===== config.mk =====
export PLATFORM = sky130hd
export DESIGN_NAME = traffic_intersection_ctrl
export DESIGN_NICKNAME = d
export VERILOG_FILES = /design/src/rtl/traffic_intersection_ctrl.sv
export SDC_FILE = /design/constraint.sdc
export NUM_CORES = 1
export LEC_CHECK = 0
export CAP_MARGIN = 20
export CORE_UTILIZATION = 51
export CTS_BUF_LIST = sky130_fd_sc_hd__clkbuf_16
export DETAILED_ROUTE_END_ITERATION = 7
export GPL_TIMING_DRIVEN = 0
export PLACE_DENSITY = 0.77
export RECOVER_POWER = 50
export REMOVE_ABC_BUFFERS = 1
export SYNTH_ARGS = -nofsm -noshare
export SYNTH_HDL_FRONTEND = slang
export SYNTH_SLANG_ARGS = --single-unit
export TNS_END_PERCENT = 10

===== constraint.sdc =====
create_clock -name clk -period 2.4 [get_ports clk]
set_input_delay 0.48 -clock clk [delete_from_list [all_inputs] [get_ports clk]]
set_output_delay 0.48 -clock clk [all_outputs]
set_load 0.02 [all_outputs]

===== src/rtl/traffic_intersection_ctrl.sv =====
// ---------------------------------------------------------------------------
// traffic_intersection_ctrl
//
// Moore phase scheduler for one intersection. The main road (NS) rests on
// green; the side road (EW) and an optional pedestrian walk phase are served
// only when a latched request is pending. Conflicting greens are always
// separated by a yellow phase and an all-red clearance phase.
//
// Build option:
//   PED_REQ_EN  - when defined, the pedestrian request latch and the WALK
//                 phase are compiled in. When undefined, ped_btn is ignored,
//                 WALK is unreachable and walk is tied low. Ports are the
//                 same in both builds.
//
// Parameters:
//   T_INIT  all-red cycles after reset release
//   G_MIN   minimum NS green cycles before yielding
//   T_EWG   EW green cycles
//   T_Y     yellow cycles (both heads)
//   T_CLR   all-red clearance cycles
//   T_WALK  pedestrian walk cycles
//   TW      timer width; every duration must lie in 1..2**TW-1
//
// Ports:
//   clk       in   rising-edge clock
//   rst       in   asynchronous, active-low reset
//   ew_req    in   side-road vehicle sensor, sampled each edge
//   ped_btn   in   pedestrian button, sampled each edge
//   ns_light  out  NS head: 00 RED, 01 GREEN, 10 YELLOW
//   ew_light  out  EW head, same encoding
//   walk      out  walk signal
//   phase     out  current state encoding (debug)
// ---------------------------------------------------------------------------
module traffic_intersection_ctrl #(
  parameter int T_INIT = 4,
  parameter int G_MIN  = 4,
  parameter int T_EWG  = 4,
  parameter int T_Y    = 4,
  parameter int T_CLR  = 2,
  parameter int T_WALK = 6,
  parameter int TW     = 4
) (
  input  logic       clk,
  input  logic       rst,
  input  logic       ew_req,
  input  logic       ped_btn,
  output logic [1:0] ns_light,
  output logic [1:0] ew_light,
  output logic       walk,
  output logic [2:0] phase
);

  typedef enum logic [2:0] {
    INIT_RED  = 3'd0,
    NS_GREEN  = 3'd1,
    NS_YELLOW = 3'd2,
    CLR1      = 3'd3,
    WALK      = 3'd4,
    EW_GREEN  = 3'd5,
    EW_YELLOW = 3'd6,
    CLR2      = 3'd7
  } state_e;

  localparam logic [1:0] LIGHT_RED    = 2'b00;
  localparam logic [1:0] LIGHT_GREEN  = 2'b01;
  localparam logic [1:0] LIGHT_YELLOW = 2'b10;

  // The timer reads 0 in the cycle after entry, so a phase of length T is
  // left on the edge where the timer already shows T-1.
  localparam logic [TW-1:0] INIT_LAST = TW'(T_INIT - 1);
  localparam logic [TW-1:0] GMIN_LAST = TW'(G_MIN - 1);
  localparam logic [TW-1:0] GMIN_SAT  = TW'(G_MIN);
  localparam logic [TW-1:0] EWG_LAST  = TW'(T_EWG - 1);
  localparam logic [TW-1:0] Y_LAST    = TW'(T_Y - 1);
  localparam logic [TW-1:0] CLR_LAST  = TW'(T_CLR - 1);
  localparam logic [TW-1:0] WALK_LAST = TW'(T_WALK - 1);
  localparam logic [TW-1:0] TMR_ONE   = TW'(1);

  state_e        state_q, state_d;
  logic [TW-1:0] timer_q, timer_d;
  logic          ew_pend_q, ew_pend_d;
  logic          ped_pend_q, ped_pend_d;
  logic          gmin_met;
  logic          entering;

  // NS may yield on the edge that completes its G_MIN-th green cycle; the
  // timer saturates at G_MIN so this stays true while green is held.
  assign gmin_met = (timer_q >= GMIN_LAST);

  // Next-state logic. Only the registered pending bits steer transitions,
  // so a request always takes at least one edge to be acted on.
  always_comb begin
    state_d = state_q;
    unique case (state_q)
      INIT_RED: begin
        if (timer_q == INIT_LAST) state_d = NS_GREEN;
      end
      NS_GREEN: begin
        if (gmin_met && (ew_pend_q || ped_pend_q)) state_d = NS_YELLOW;
      end
      NS_YELLOW: begin
        if (timer_q == Y_LAST) state_d = CLR1;
      end
      CLR1: begin
        // Pedestrian is served ahead of the side road when both wait.
        if (timer_q == CLR_LAST) state_d = ped_pend_q ? WALK : EW_GREEN;
      end
      WALK: begin
        if (timer_q == WALK_LAST) state_d = ew_pend_q ? EW_GREEN : NS_GREEN;
      end
      EW_GREEN: begin
        if (timer_q == EWG_LAST) state_d = EW_YELLOW;
      end
      EW_YELLOW: begin
        if (timer_q == Y_LAST) state_d = CLR2;
      end
      CLR2: begin
        if (timer_q == CLR_LAST) state_d = NS_GREEN;
      end
      default: state_d = INIT_RED;
    endcase
  end

  assign entering = (state_d != state_q);

  // Phase timer: restarts on every state change, otherwise counts up.
  // Only NS_GREEN can dwell past its limit, so only it needs saturation.
  always_comb begin
    timer_d = timer_q + TMR_ONE;
    if (entering) begin
      timer_d = '0;
    end else if (state_q == NS_GREEN && timer_q == GMIN_SAT) begin
      timer_d = timer_q;
    end
  end

  // Request latches. A request arriving while its own phase is active is
  // dropped; the clear on phase entry wins over a simultaneous set.
  always_comb begin
    ew_pend_d = ew_pend_q;
    if (ew_req && state_q != EW_GREEN) ew_pend_d = 1'b1;
    if (entering && state_d == EW_GREEN) ew_pend_d = 1'b0;
  end

`ifdef PED_REQ_EN
  always_comb begin
    ped_pend_d = ped_pend_q;
    if (ped_btn && state_q != WALK) ped_pend_d = 1'b1;
    if (entering && state_d == WALK) ped_pend_d = 1'b0;
  end
`else
  // Button is not used in this build; the latch is held clear.
  logic unused_ped_btn;
  assign unused_ped_btn = ped_btn;
  assign ped_pend_d     = 1'b0;
`endif

  // State, timer and request registers.
  always_ff @(posedge clk or negedge rst) begin
    if (!rst) begin
      state_q    <= INIT_RED;
      timer_q    <= '0;
      ew_pend_q  <= 1'b0;
      ped_pend_q <= 1'b0;
    end else begin
      state_q    <= state_d;
      timer_q    <= timer_d;
      ew_pend_q  <= ew_pend_d;
      ped_pend_q <= ped_pend_d;
    end
  end

  // Moore output decode straight from the state register; inputs never
  // reach the outputs combinationally.
  always_comb begin
    ns_light = LIGHT_RED;
    ew_light = LIGHT_RED;
    walk     = 1'b0;
    unique case (state_q)
      NS_GREEN:  ns_light = LIGHT_GREEN;
      NS_YELLOW: ns_light = LIGHT_YELLOW;
      EW_GREEN:  ew_light = LIGHT_GREEN;
      EW_YELLOW: ew_light = LIGHT_YELLOW;
`ifdef PED_REQ_EN
      WALK:      walk     = 1'b1;
`endif
      default: begin
        ns_light = LIGHT_RED;
        ew_light = LIGHT_RED;
      end
    endcase
  end

  assign phase = state_q;

endmodule


Word-level counts from Yosys, hierarchy flattened
Cells that the tools add are included.
{"block": "op_classes", "reduce_logical": 6, "order_cmp": 1, "n_eq_ne": 15, "mux": 16, "add_sub_neg": 1}
{"operator": "two-way mux 3 bit", "n": 9}
{"operator": "one-hot mux 3 bit (8 select lines)", "n": 1}
{"operator": "equality test 3 bit (second input constant)", "n": 5}
{"operator": "equality test 4 x 3 -> 1 bit (second input constant)", "n": 2}
{"operator": "two-way mux 4 bit", "n": 2}
{"operator": "one-hot mux 2 bit (2 select lines)", "n": 2}
{"operator": "equality test 3 x 2 -> 1 bit (second input constant)", "n": 2}
{"operator": "adder 4 x 1 -> 4 bit (second input constant)", "n": 1}
{"operator": "equality test 4 x 1 -> 1 bit (second input constant)", "n": 1}
{"operator": "equality test 4 x 2 -> 1 bit (second input constant)", "n": 1}
{"operator": "greater-or-equal comparator 4 x 2 -> 1 bit (second input constant)", "n": 1}
{"operator": "logical AND 1 bit", "n": 4}
{"operator": "equality test 3 x 1 -> 1 bit (second input constant)", "n": 1}
{"operator": "logical NOT 3 bit", "n": 1}
{"operator": "!= test 3 bit", "n": 1}
{"operator": "!= test 3 bit (second input constant)", "n": 1}
{"operator": "two-way mux 1 bit", "n": 2}
{"operator": "!= test 2 bit (second input constant)", "n": 1}
{"operator": "nonzero test 2 bit", "n": 1}
{"block": "totals", "wordCells": 42, "register_bits": 8}

Depth between registers and ports, before layout
Gate-level depths: netlist of run 1.
{"block": "logic_depth", "word_depth": 7, "mapped_depth": 6, "mapped_depth_nobuf": 6}

Worst setup path after synthesis of run 1
Ideal clock, no wire load.
{"block": "synth_path", "kind": "reg2reg", "startpoint": "register timer_q[0]", "endpoint": "register timer_q[2]", "t_arrival_ns": 1.649, "path_stages_with_launch": 6, "path_slack_ns": 0.611, "path_cell_list": "dfrtp_1 > ha_1 > or3_4 > and3_4 > o31ai_4 > a211oi_2"}
{"block": "synth_between", "elab_chain_len": 6}
{"element": "start, declared", "line": "80", "source": "logic [TW-1:0] timer_q, timer_d;"}
{"element": "start signal, assigned", "line": "167", "source": "timer_q <= timer_d;"}
{"element": "greater-or-equal comparator 4 x 2 -> 1 bit", "line": "88", "source": "assign gmin_met = (timer_q >= GMIN_LAST);"}
{"element": "logical AND 1 bit", "line": "99", "source": "if (gmin_met && (ew_pend_q || ped_pend_q)) state_d = NS_YELLOW;"}
{"element": "two-way mux 3 bit", "line": "99"}
{"element": "one-hot mux 3 bit (8 select lines)", "line": "94", "source": "unique case (state_q)"}
{"element": "!= test 3 bit", "line": "124", "source": "assign entering = (state_d != state_q);"}
{"element": "!= test 2 bit (no line) / two-way mux 4 bit (equally long branches)"}
Parallel ways exist; a longest one is shown, timed or not. The select of a mux whose other input is x is not followed.
A chain may end at the register's enable or synchronous reset.

Final worst setup path of run 1
{"block": "layout_path", "startpoint": "register state_q[1], in the netlist phase[1]", "endpoint": "output port ew_light[0]"}
{"block": "layout_between", "elab_chain_len": 2}
{"element": "start, declared", "line": "79", "source": "state_e state_q, state_d;"}
{"element": "start signal, assigned", "line": "166", "source": "state_q <= state_d;"}
{"element": "equality test 3 bit", "line": "179", "source": "unique case (state_q)"}
{"element": "one-hot mux 2 bit (2 select lines) *", "line": "179"}
{"element": "end, declared", "line": "48", "source": "output logic [1:0] ew_light,"}
Mark *: on every way between the ends. The rest lies on a longest branch, timed or not.

==> metrics, run 1 <==
register area share after synthesis=roughly 28%; Num Clock Sinks=8; outcome=completed; I/O Pins=12; FF-to-FF path depth=5; final setup vio count=0; class of the worst hold path=input port to async pin; R2R Path End=timer_q[3]$_DFFE_PN0P_; Hold-fix buffers, CTS=0; setup ws final=about 0.16 ns; Die W=39.63 µm; worst vdd ir=0.7484 mV; Die Y=39.63 µm; GRT Total Usage=23.15%; MaxCap Viol Count=0; Final Skew=0.002918 ns; final std cells w/o fill=92; total number of vias=570; Synth cell types=44; hold_ws=0.5979 ns; Yosys reg bits=8; DR top layer=met4; Pleak=0.3565 nW; ant diodes=0; Mapped Area=just over 700 µm²; vias in the first global route=520; ratio of cells with drive above 1 in the final layout=a little under a fifth; CP Class=register to primary output; Detailed Routing Iterations Pass 1=5; post-CTS setup buffers=0; Gate Count Post-Synth=slightly above 70; Initial Util=55.48%; Fill cells=between 100 and 150; Max FO, Critical Path=13; first-pass GRT wire length=approximately 2300 µm; critical path launch point=phase[1]$_DFF_PN0_; initial antenna violation count=0; r2r startpoint=timer_q[0]$_DFFE_PN0P_; CP Capture Type=primary output; Overall Power=about 1.2 mW; WL final=approximately 1400 µm; critical path endpoint=ew_light[0]; via/cell ratio=6.196; TritonCTS buffer count=3; row count=13; critical path startpoint category=register; Layout area overhead=18.20%; Tmin final=2.241 ns; Worst Path Arrival=1.76 ns; RSZ-0062 raised after global routing=false; Avg WL per Cell=15.37 µm; routed wl met3=45 µm; M1 wire length=624 µm; fin area=853.3 µm²; die area=1570 µm²; worst path required time=1.92 ns; GPL Wtd Cong=0.7644; DRC=0; Setup WS pre-CTS=about 0.27 ns; largest net degree at the start of global routing=16; CTS Root Buffer Type=clkbuf_16; PortBufs=9; PostCTS Resize Cnt=0; Final period util=93.39%; largest buffer count on any clock path=2; CTS tree=built; register-to-register setup slack=0.40 ns; placeable core area=1301 µm²; Post-DRT Antenna Nets=0; Overflow after GRT=0; Layout Nets=86; max frequency=roughly 450 MHz; CTS H-tree depth=1; dpl hpwl=between 1000 and 1500 µm; routed wl met2=approximately 710 µm; Iter 0 DRT Violations=9; Power Density=1444 nW/µm²; Fin. Hold Viols=0; Warnings, synthesis=0; Slew Limit Fails=0; setup TNS=0 ns; clk slew on worst S/H paths=0.04 ns; dpl cell area=between 700 and 800 µm²; Placed Cells=roughly 90; syn_area_per_cell=between 10 and 15 µm²; Clock Latency Late Sink=0.23 ns; Final Core Density=between 60 and 70%
[synth_stat cells (all sizes together)]
cell,count,area share (%)
clkbuf,1,0.52
nand2,1,0.52
and3b,3,3.6
o31ai,1,2.9
nor3b,2,3.6
inv,4,2.1
o311a,1,1.4
nand3,2,1.4
a41oi,1,1.2
dfrtp,8,28
nand4b,1,1.2
a21boi,1,1.0
or3,1,1.6
xor2,1,1.2
o21ai,1,0.69
a31oi,2,1.7
conb,1,0.52
a211oi,3,4.5
o2111a,1,1.6
xnor2,1,1.2
a2111oi,1,3.8
nor2b,3,2.6
and3,2,2.4
a211o,1,1.2
a21oi,5,3.5
nand4,1,0.87
nand2b,2,2.8
nor2,4,2.1
and2,1,0.87
nor3,2,2.1
mux2i,1,1.4
nor4bb,1,2.3
a221oi,1,2.1
buf,5,5.5
ha,3,5.2
a21o,1,1.0
[power breakdown]
group,internal (mW),switching (mW)
Sequential,0.193,0.146
Clock,0.214,0.0614
Combinational,0.301,0.316
[how the worst min path moves through the flow]
stage,from,end,slack (ns)
2_1_floorplan,rst,ew_pend_q$_DFFE_PN0P_,0.18
6_report,rst,timer_q[0]$_DFFE_PN0P_,0.60
3_5_place_dp,timer_q[1]$_DFFE_PN0P_,timer_q[1]$_DFFE_PN0P_,0.62
4_1_cts,rst,phase[0]$_DFF_PN0_,0.53
5_1_grt,rst,timer_q[3]$_DFFE_PN0P_,0.62
3_3_place_gp,timer_q[1]$_DFFE_PN0P_,timer_q[1]$_DFFE_PN0P_,0.60
[flip-flops by register name, summed over array words and instances (netlist names)]
register   count
ew_pend_q      1
phase          3
timer_q        4
[worst max-delay path, cell delays in order (launching register included)]
cell	delay, ns
dfrtp_1	0.52
nor2b_1	0.22
nand2_1	0.10
inv_2	0.09
clkdlybuf4s50_1	0.59
[kinds of logic (layout without fill, tap and decap cells)]
logic type / Yosys count / in the layout / synth area share [%]
AOI/OAI and AO/OA: 20 / 20 / 26.69
buffers and inverters: 10 / 16 / 8.145
and+or+nand+nor: 26 / 26 / 27.91
other: 1 / 1 / 0.5194
xor gates and xnor gates: 2 / 2 / 2.427
DFF: 8 / 8 / 27.73
adders and majority gates: 3 / 3 / 5.200
muxes: 1 / 1 / 1.387
[area by class of cell]
type                            count  area [µm²]  area share, %
Clock buffer                        3       75.07          8.798
Timing Repair Buffer                9       90.09          10.56
Inverter                            4       15.01          1.760
Sequential cell                     8       201.4          23.61
Tap cell                           15       18.77          2.199
Multi-Input combinational cell     53       452.9          53.08
[metal layers]
layer	GRT usage [%]	up-vias
li1	-	276
met2	38.11	20
met3	5.114	3
met5	0	-
met4	12.93	0
met1	27.30	271
[cells in the final DEF (no fill, tap or decap), drive strengths merged, types with 3 or more instances in the layout]
cell           instances
clkdlybuf4s50          8
dfrtp                  8
a21oi                  5
nor2                   4
inv                    4
and3b                  3
nor2b                  3
ha                     3
clkbuf                 3
a211oi                 3
Power figures use the tool's default switching activity.
==> run 2: changes to the inputs <==
- PLACE_DENSITY: 0.77 -> unset
- PLACE_DENSITY_LB_ADDON: unset -> 0.05
==> run 2 against run 1 <==
Cell area unchanged. Sequential power grew 1%. Core utilization is the same. Non-clock buffer count is the same. Critical endpoint unchanged. Largest cell class unchanged. Highest routed layer is now met3.
==> metrics, run 2 (synthesis gave the netlist of run 1 again) <==
outcome=completed (unchanged); switching power share of the total=42.97% (was 42.45%); critical path launch point=phase[1]$_DFF_PN0_ (unchanged); CP max stage cell=clkdlybuf4s50_1 (unchanged); CP cell instances=nor2b_1, nand2_1, inv_2, clkdlybuf4s50_1 (unchanged); Worst Path Arrival=1.76 ns (about the same); GRT Total Usage=22.24% (was 23.15%); dpl hpwl=1017 µm (was 1063 µm); dpl cell area=787.0 µm² (unchanged); family with the most delay on the worst path=buffers and inverters (unchanged); Max FO, Critical Path=13 (unchanged); worst path required time=1.92 ns (about the same); CTS Root Buffer Type=clkbuf_16 (unchanged); initial antenna violation count=0 (unchanged); NetSw=0.5344 mW (was 0.5233 mW); Fill cells=119 (was 110); Final Skew=0.003625 ns (was 0.002918 ns); Flop pwr share=27.7% (was 27.5%); Slew Limit Fails=0 (unchanged); RSZ-0062 raised after global routing=false (unchanged); class of the worst hold path=input port to async pin (unchanged); Num Clock Sinks=8 (unchanged); crit-path max cell delay=0.59 ns (about the same); Iter 0 DRT Violations=19 (was 9); max reg flops=4 (unchanged); largest buffer count on any clock path=2 (unchanged); CP Class=register to primary output (unchanged); fin area=853.3 µm² (unchanged); MaxCap Viol Count=0 (unchanged); via/cell ratio=6.152 (was 6.196); total number of vias=566 (was 570); most frequent cells in the layout=8 x clkdlybuf4s50_1, 7 x dfrtp_1, 5 x a21oi_1 (unchanged); CTS tree=built (unchanged); ratio of cells with drive above 1 in the final layout=18.18% (unchanged); ant diodes=0 (unchanged); Fin. Hold Viols=0 (unchanged); final setup vio count=0 (unchanged); worst vdd ir=0.7217 mV (was 0.7484 mV); r2r startpoint=timer_q[0]$_DFFE_PN0P_ (unchanged); Comb power frac=50.3% (was 50.1%); largest net degree at the start of global routing=16 (unchanged); Initial Util=55.48% (unchanged); DRC=0 (unchanged); Detailed Routing Iterations Pass 1=4 (was 5); P_int=0.7094 mW (was 0.7093 mW); max frequency=447.1 MHz (was 446.2 MHz); Avg WL per Cell=15.72 µm (was 15.37 µm); Clock power frac=22.0% (was 22.4%); clk slew on worst S/H paths=0.04 ns (about the same); Post-DRT Antenna Nets=0 (unchanged); Tmin final=2.237 ns (was 2.241 ns); placeable core area=1301 µm² (unchanged); Overflow after GRT=0 (unchanged); Overall Power=1.244 mW (was 1.233 mW); WP buf/inv=2 (unchanged); Clock Latency Late Sink=0.23 ns (about the same); WL final=1446 µm (was 1414 µm); final std cells w/o fill=92 (unchanged); die area=1570 µm² (unchanged); PortBufs=9 (unchanged); GPL Wtd Cong=0.6982 (was 0.7644); CP Capture Type=primary output (unchanged); Die Y=39.63 µm (unchanged); Placed Cells=89 (unchanged); Die W=39.63 µm (unchanged); CTS H-tree depth=1 (unchanged); Layout Nets=86 (unchanged); Pleak=0.3565 nW (unchanged); most common cell after layout, fill and taps aside=clkdlybuf4s50_1 (unchanged); post-CTS setup buffers=0 (unchanged); Setup WS pre-CTS=0.2766 ns (was 0.2723 ns); I/O Pins=12 (unchanged); row count=13 (unchanged); vias in the first global route=505 (was 520); first-pass GRT wire length=2339 µm (was 2304 µm); TritonCTS buffer count=3 (unchanged); Top reg by flops=timer_q (unchanged); Layout area overhead=18.20% (unchanged); Final period util=93.20% (was 93.39%); setup ws final=0.1631 ns (was 0.1586 ns); setup TNS=0 ns (unchanged); critical path startpoint category=register (unchanged); Power Density=1458 nW/µm² (was 1444 nW/µm²)
run 2: cell counts in the layout (fill, tap and decap cells not counted):
Identical to the previous run, type by type.
run 2: final timing paths:
kind | end | slack [ns] | cells after the start
max reg2reg | timer_q[1]$_DFFE_PN0P_ | 0.39 | 5
min reg2reg | timer_q[0]$_DFFE_PN0P_ | 0.64 | 2
min | phase[1]$_DFF_PN0_ | 0.60 | 1
min in group clk | timer_q[0]$_DFFE_PN0P_ | 0.64 | 2
max in group asynchronous | phase[0]$_DFF_PN0_ | 1.52 | 1
max | ew_light[0] | 0.16 | 4
run 2: final cells by class:
cell class | count | area [µm²] | area share, %
Tap cell | 15 | 18.77 | 2.199
Timing Repair Buffer | 9 | 90.09 | 10.56
Multi-Input combinational cell | 53 | 452.9 | 53.08
Clock buffer | 3 | 75.07 | 8.798
Inverter | 4 | 15.01 | 1.760
Sequential cell | 8 | 201.4 | 23.61
run 2: repair_timing:
action                                  CTS  global route
gates resized for setup                   0             1
hold buffers                              0             0
endpoints found under the setup margin    0             2
run 2: through the flow:
stage | util (%) | hold slack, ns
global placement | 60.48 | 0.6124
global route | 65.58 | 0.6347
detailed placement | 60.48 | 0.6319
CTS | 66.25 | 0.5369
finish | 65.58 | 0.5972
floorplan | - | 0.1844
run 2: worst register-to-register path, cell delays in order, from the launching register on:
cell and delay (ns):
dfrtp_1 0.42, ha_1 0.33, or3_1 0.45, and3_4 0.22
o31ai_4 0.31, a21oi_1 0.13
run 2: power groups by stage:
stage                     clock [mW]  sequential, mW  combinational [mW]
final                          0.273           0.344               0.626
after global routing           0.286           0.357               0.683
after detailed placement           0           0.342               0.643
after CTS                      0.278           0.341               0.648
after global placement             0           0.338               0.629
after floorplan                    0           0.331               0.451
run 2: metal layers:
layer | part of all wire [%] | GRT usage (%) | wire length, µm
met5 | 0 | 0 | 0
met4 | 0 | 7.759 | 0
met3 | 3.5 | 1.705 | 51
met1 | 47 | 29.47 | 686
met2 | 49 | 37.30 | 708
==> run 3: changes to the inputs <==
- ABC_AREA: unset -> 1
- CORE_AREA: unset -> 2 2 39 41
- CORE_UTILIZATION: 51 -> unset
- DIE_AREA: unset -> 0 0 41 43
==> run 3 against run 2 <==
Area after synthesis is 15% lower. Maximum frequency is 4.6% higher. Clock skew is 0.0035 ns lower. Sequential share of layout area is 2.2 points higher. Final cell count is 20% higher. First-iteration DRC count is 68% lower. Cell area is 9.2% lower. Critical path depth stayed put. Die area is 12% higher. Largest cell class unchanged. Largest power group unchanged.
==> metrics, run 3 <==
Max FO, Critical Path=6 (was 13); most common cell after layout, fill and taps aside=nand2_1 (was clkdlybuf4s50_1); Final Skew=0.0001270 ns (was 0.003625 ns); worst vdd ir=0.6455 mV (was 0.7217 mV); max frequency=467.7 MHz (was 447.1 MHz); area of the multi-input gates=340.3 µm² (was 452.9 µm²); Tmin final=2.138 ns (was 2.237 ns); Die Y=43 µm (was 39.63 µm); Fin. Hold Viols=0 (unchanged); CTS H-tree depth=1 (unchanged); Placed Cells=107 (was 89); row count=14 (was 13); fin area=774.5 µm² (was 853.3 µm²); Gate Count Post-Synth=83 (was 71); worst path required time=1.92 ns (about the same); placeable core area=1384 µm² (was 1301 µm²); area share of the largest cell type after synthesis=32.45% (was 27.73%); FFs w/ async S/R, synth=100.0% (unchanged); I/O Pins=12 (unchanged); Synth cell types=20 (was 44); CP Class=register to primary output (unchanged); Clock Latency Late Sink=0.23 ns (about the same); syn_area_per_cell=7.432 µm² (was 10.17 µm²); most numerous cell in the Yosys netlist=nand2_1 (was dfrtp_1); PostCTS Resize Cnt=0 (unchanged); Layout area overhead=25.56% (was 18.20%); via/cell ratio=4.845 (was 6.152); outcome=completed (unchanged); r2r startpoint=timer_q[1]$_DFFE_PN0P_ (was timer_q[0]$_DFFE_PN0P_); GPL Wtd Cong=0.7285 (was 0.6982); CTS Root Buffer Type=clkbuf_16 (unchanged); Iter 0 DRT Violations=6 (was 19); RSZ-0062 raised after global routing=false (unchanged); final std cells w/o fill=110 (was 92); Post-DRT Antenna Nets=0 (unchanged); Detailed Routing Iterations Pass 1=4 (unchanged); Area contributors post-synth=dfrtp_1 32%, nand2_1 11%, nor2_1 7.3% (was dfrtp_1 28%, ha_1 5.2%, a2111oi_4 3.8%); clk slew on worst S/H paths=0.03 ns (was 0.04 ns); Worst Path Arrival=1.66 ns (was 1.76 ns); die area=1763 µm² (was 1570 µm²); Fill cells=149 (was 119); CP Capture Type=primary output (unchanged); initial antenna violation count=0 (unchanged); Num Clock Sinks=8 (unchanged); Initial Util=44.58% (was 55.48%); setup TNS=0 ns (unchanged); Hold-fix buffers, CTS=0 (unchanged); WL final=1183 µm (was 1446 µm); Layout Nets=103 (was 86); FF-to-FF path depth=9 (was 5); MaxCap Viol Count=0 (unchanged); Final period util=89.09% (was 93.20%); Post-synth top cells=18 x nand2_1, 12 x nor2_1, 10 x inv_1 (was 8 x dfrtp_1, 5 x a21oi_1, 4 x nor2_1); largest net degree at the start of global routing=9 (was 16); Slew Limit Fails=0 (unchanged); largest buffer count on any clock path=2 (unchanged); register area share after synthesis=32.45% (was 27.73%); Top reg by flops=timer_q (unchanged); max reg flops=4 (unchanged); R2R Path End=timer_q[2]$_DFFE_PN0P_ (was timer_q[1]$_DFFE_PN0P_); Power Density=1404 nW/µm² (was 1458 nW/µm²); Overflow after GRT=0 (unchanged); dpl hpwl=963.3 µm (was 1017 µm); Avg WL per Cell=10.75 µm (was 15.72 µm); Die W=41 µm (was 39.63 µm); DRC=0 (unchanged); Warnings, synthesis=0 (unchanged); post-CTS setup buffers=0 (unchanged); total number of vias=533 (was 566); first-pass GRT wire length=2035 µm (was 2339 µm); most frequent cells in the layout=18 x nand2_1, 12 x nor2_1, 10 x inv_1 (was 8 x clkdlybuf4s50_1, 7 x dfrtp_1, 5 x a21oi_1); Mapped Area=616.8 µm² (was 721.9 µm²); TritonCTS buffer count=3 (unchanged); ant diodes=0 (unchanged); Register Area=200.2 µm² (was 201.4 µm²); CTS tree=built (unchanged); class of the worst hold path=input port to async pin (unchanged); EDFF count, synth=0 (unchanged); critical path endpoint=ns_light[0] (was ew_light[0]); largest area contributor in the netlist=dfrtp_1 (unchanged); dpl cell area=719.4 µm² (was 787.0 µm²); Primary FF master, synth=dfrtp_1 (unchanged); critical path startpoint category=register (unchanged); Yosys reg bits=8 (unchanged); final setup vio count=0 (unchanged); register-to-register setup slack=0.82 ns (was 0.39 ns); ratio of cells with drive above 1 in the final layout=18.09% (was 18.18%); Pleak=0.3661 nW (was 0.3565 nW); critical path launch point=phase[1]$_DFF_PN0_ (unchanged); vias in the first global route=514 (was 505); GRT Total Usage=17.29% (was 22.24%); PortBufs=9 (unchanged)
[run 3: changes by cell type after synthesis, sizes merged, moves of 3 or more]
cell,previous run,this run
nand2,1,22
and3b,3,0
inv,4,13
a21oi,5,2
buf,5,1
a211oi,3,0
nor2,4,16
nor2b,3,0
nand3,2,9
[run 3: worst max-delay path, cell delays in order (launching register included)]
cell and delay, ns:
dfrtp_1 0.44, inv_2 0.11, nand2_2 0.09, nor2_4 0.17
clkdlybuf4s50_1 0.62
[run 3: logic make-up (layout without fill, tap and decap cells)]
group           Yosys count  after routing  share of synthesized area, %
compound gates            6              6                         5.478
buf+inv                  14             25                         9.129
flops                     8              8                         32.45
other cells               1              1                        0.6079
fa+ha+maj                 3              3                         6.086
xor+xnor                  1              1                         1.420
simple gates             50             50                         44.83
[run 3: power by group]
| group | total (mW) | switching (mW) | internal (mW) |
|---|---|---|---|
| Sequential | 0.274 | 0.0840 | 0.190 |
| Combinational | 0.543 | 0.334 | 0.209 |
| Clock | 0.271 | 0.0566 | 0.214 |
| Total | 1.09 | 0.474 | 0.613 |
[run 3: how the worst min path moves through the flow]
stage                                  end  slack [ns]                   from
finish                  phase[0]$_DFF_PN0_        0.59                    rst
global route        timer_q[3]$_DFFE_PN0P_        0.62                    rst
CTS                     phase[2]$_DFF_PN0_        0.53                    rst
detailed placement      phase[1]$_DFF_PN0_        0.59  ew_pend_q$_DFFE_PN0P_
global placement        phase[1]$_DFF_PN0_        0.60  ew_pend_q$_DFFE_PN0P_
floorplan            ew_pend_q$_DFFE_PN0P_        0.18                    rst
[run 3: final cells by class]
cell class                      instances  share of cell area [%]
Inverter                               13                   6.300
Clock buffer                            3                   9.693
Sequential cell                         8                   25.85
Tap cell                               16                   2.585
Timing Repair Buffer                    9                   11.63
Multi-Input combinational cell         61                   43.94
[run 3: metal layers]
layer  vias up  global-route usage (%)  wire length (µm)
met5         -                       0                 0
met4         0                   12.00                31
met3         4                   1.571                44
met2        11                   23.13               529
met1       238                   25.17               576
li1        280                       -                 -
[run 3: per-stage QoR]
step / utilization, % / hold WS [ns] / worst slack [ns] / total power [mW]
2_1_floorplan: - / 0.1844 / 0.9292 / 0.6731
3_3_place_gp: 51.99 / 0.5996 / 0.4938 / 0.8471
3_5_place_dp: 51.99 / 0.5926 / 0.5000 / 0.8489
4_1_cts: 57.41 / 0.5257 / 0.2578 / 1.124
5_1_grt: 55.97 / 0.6236 / 0.1862 / 1.183
6_report: 55.97 / 0.5881 / 0.2618 / 1.088
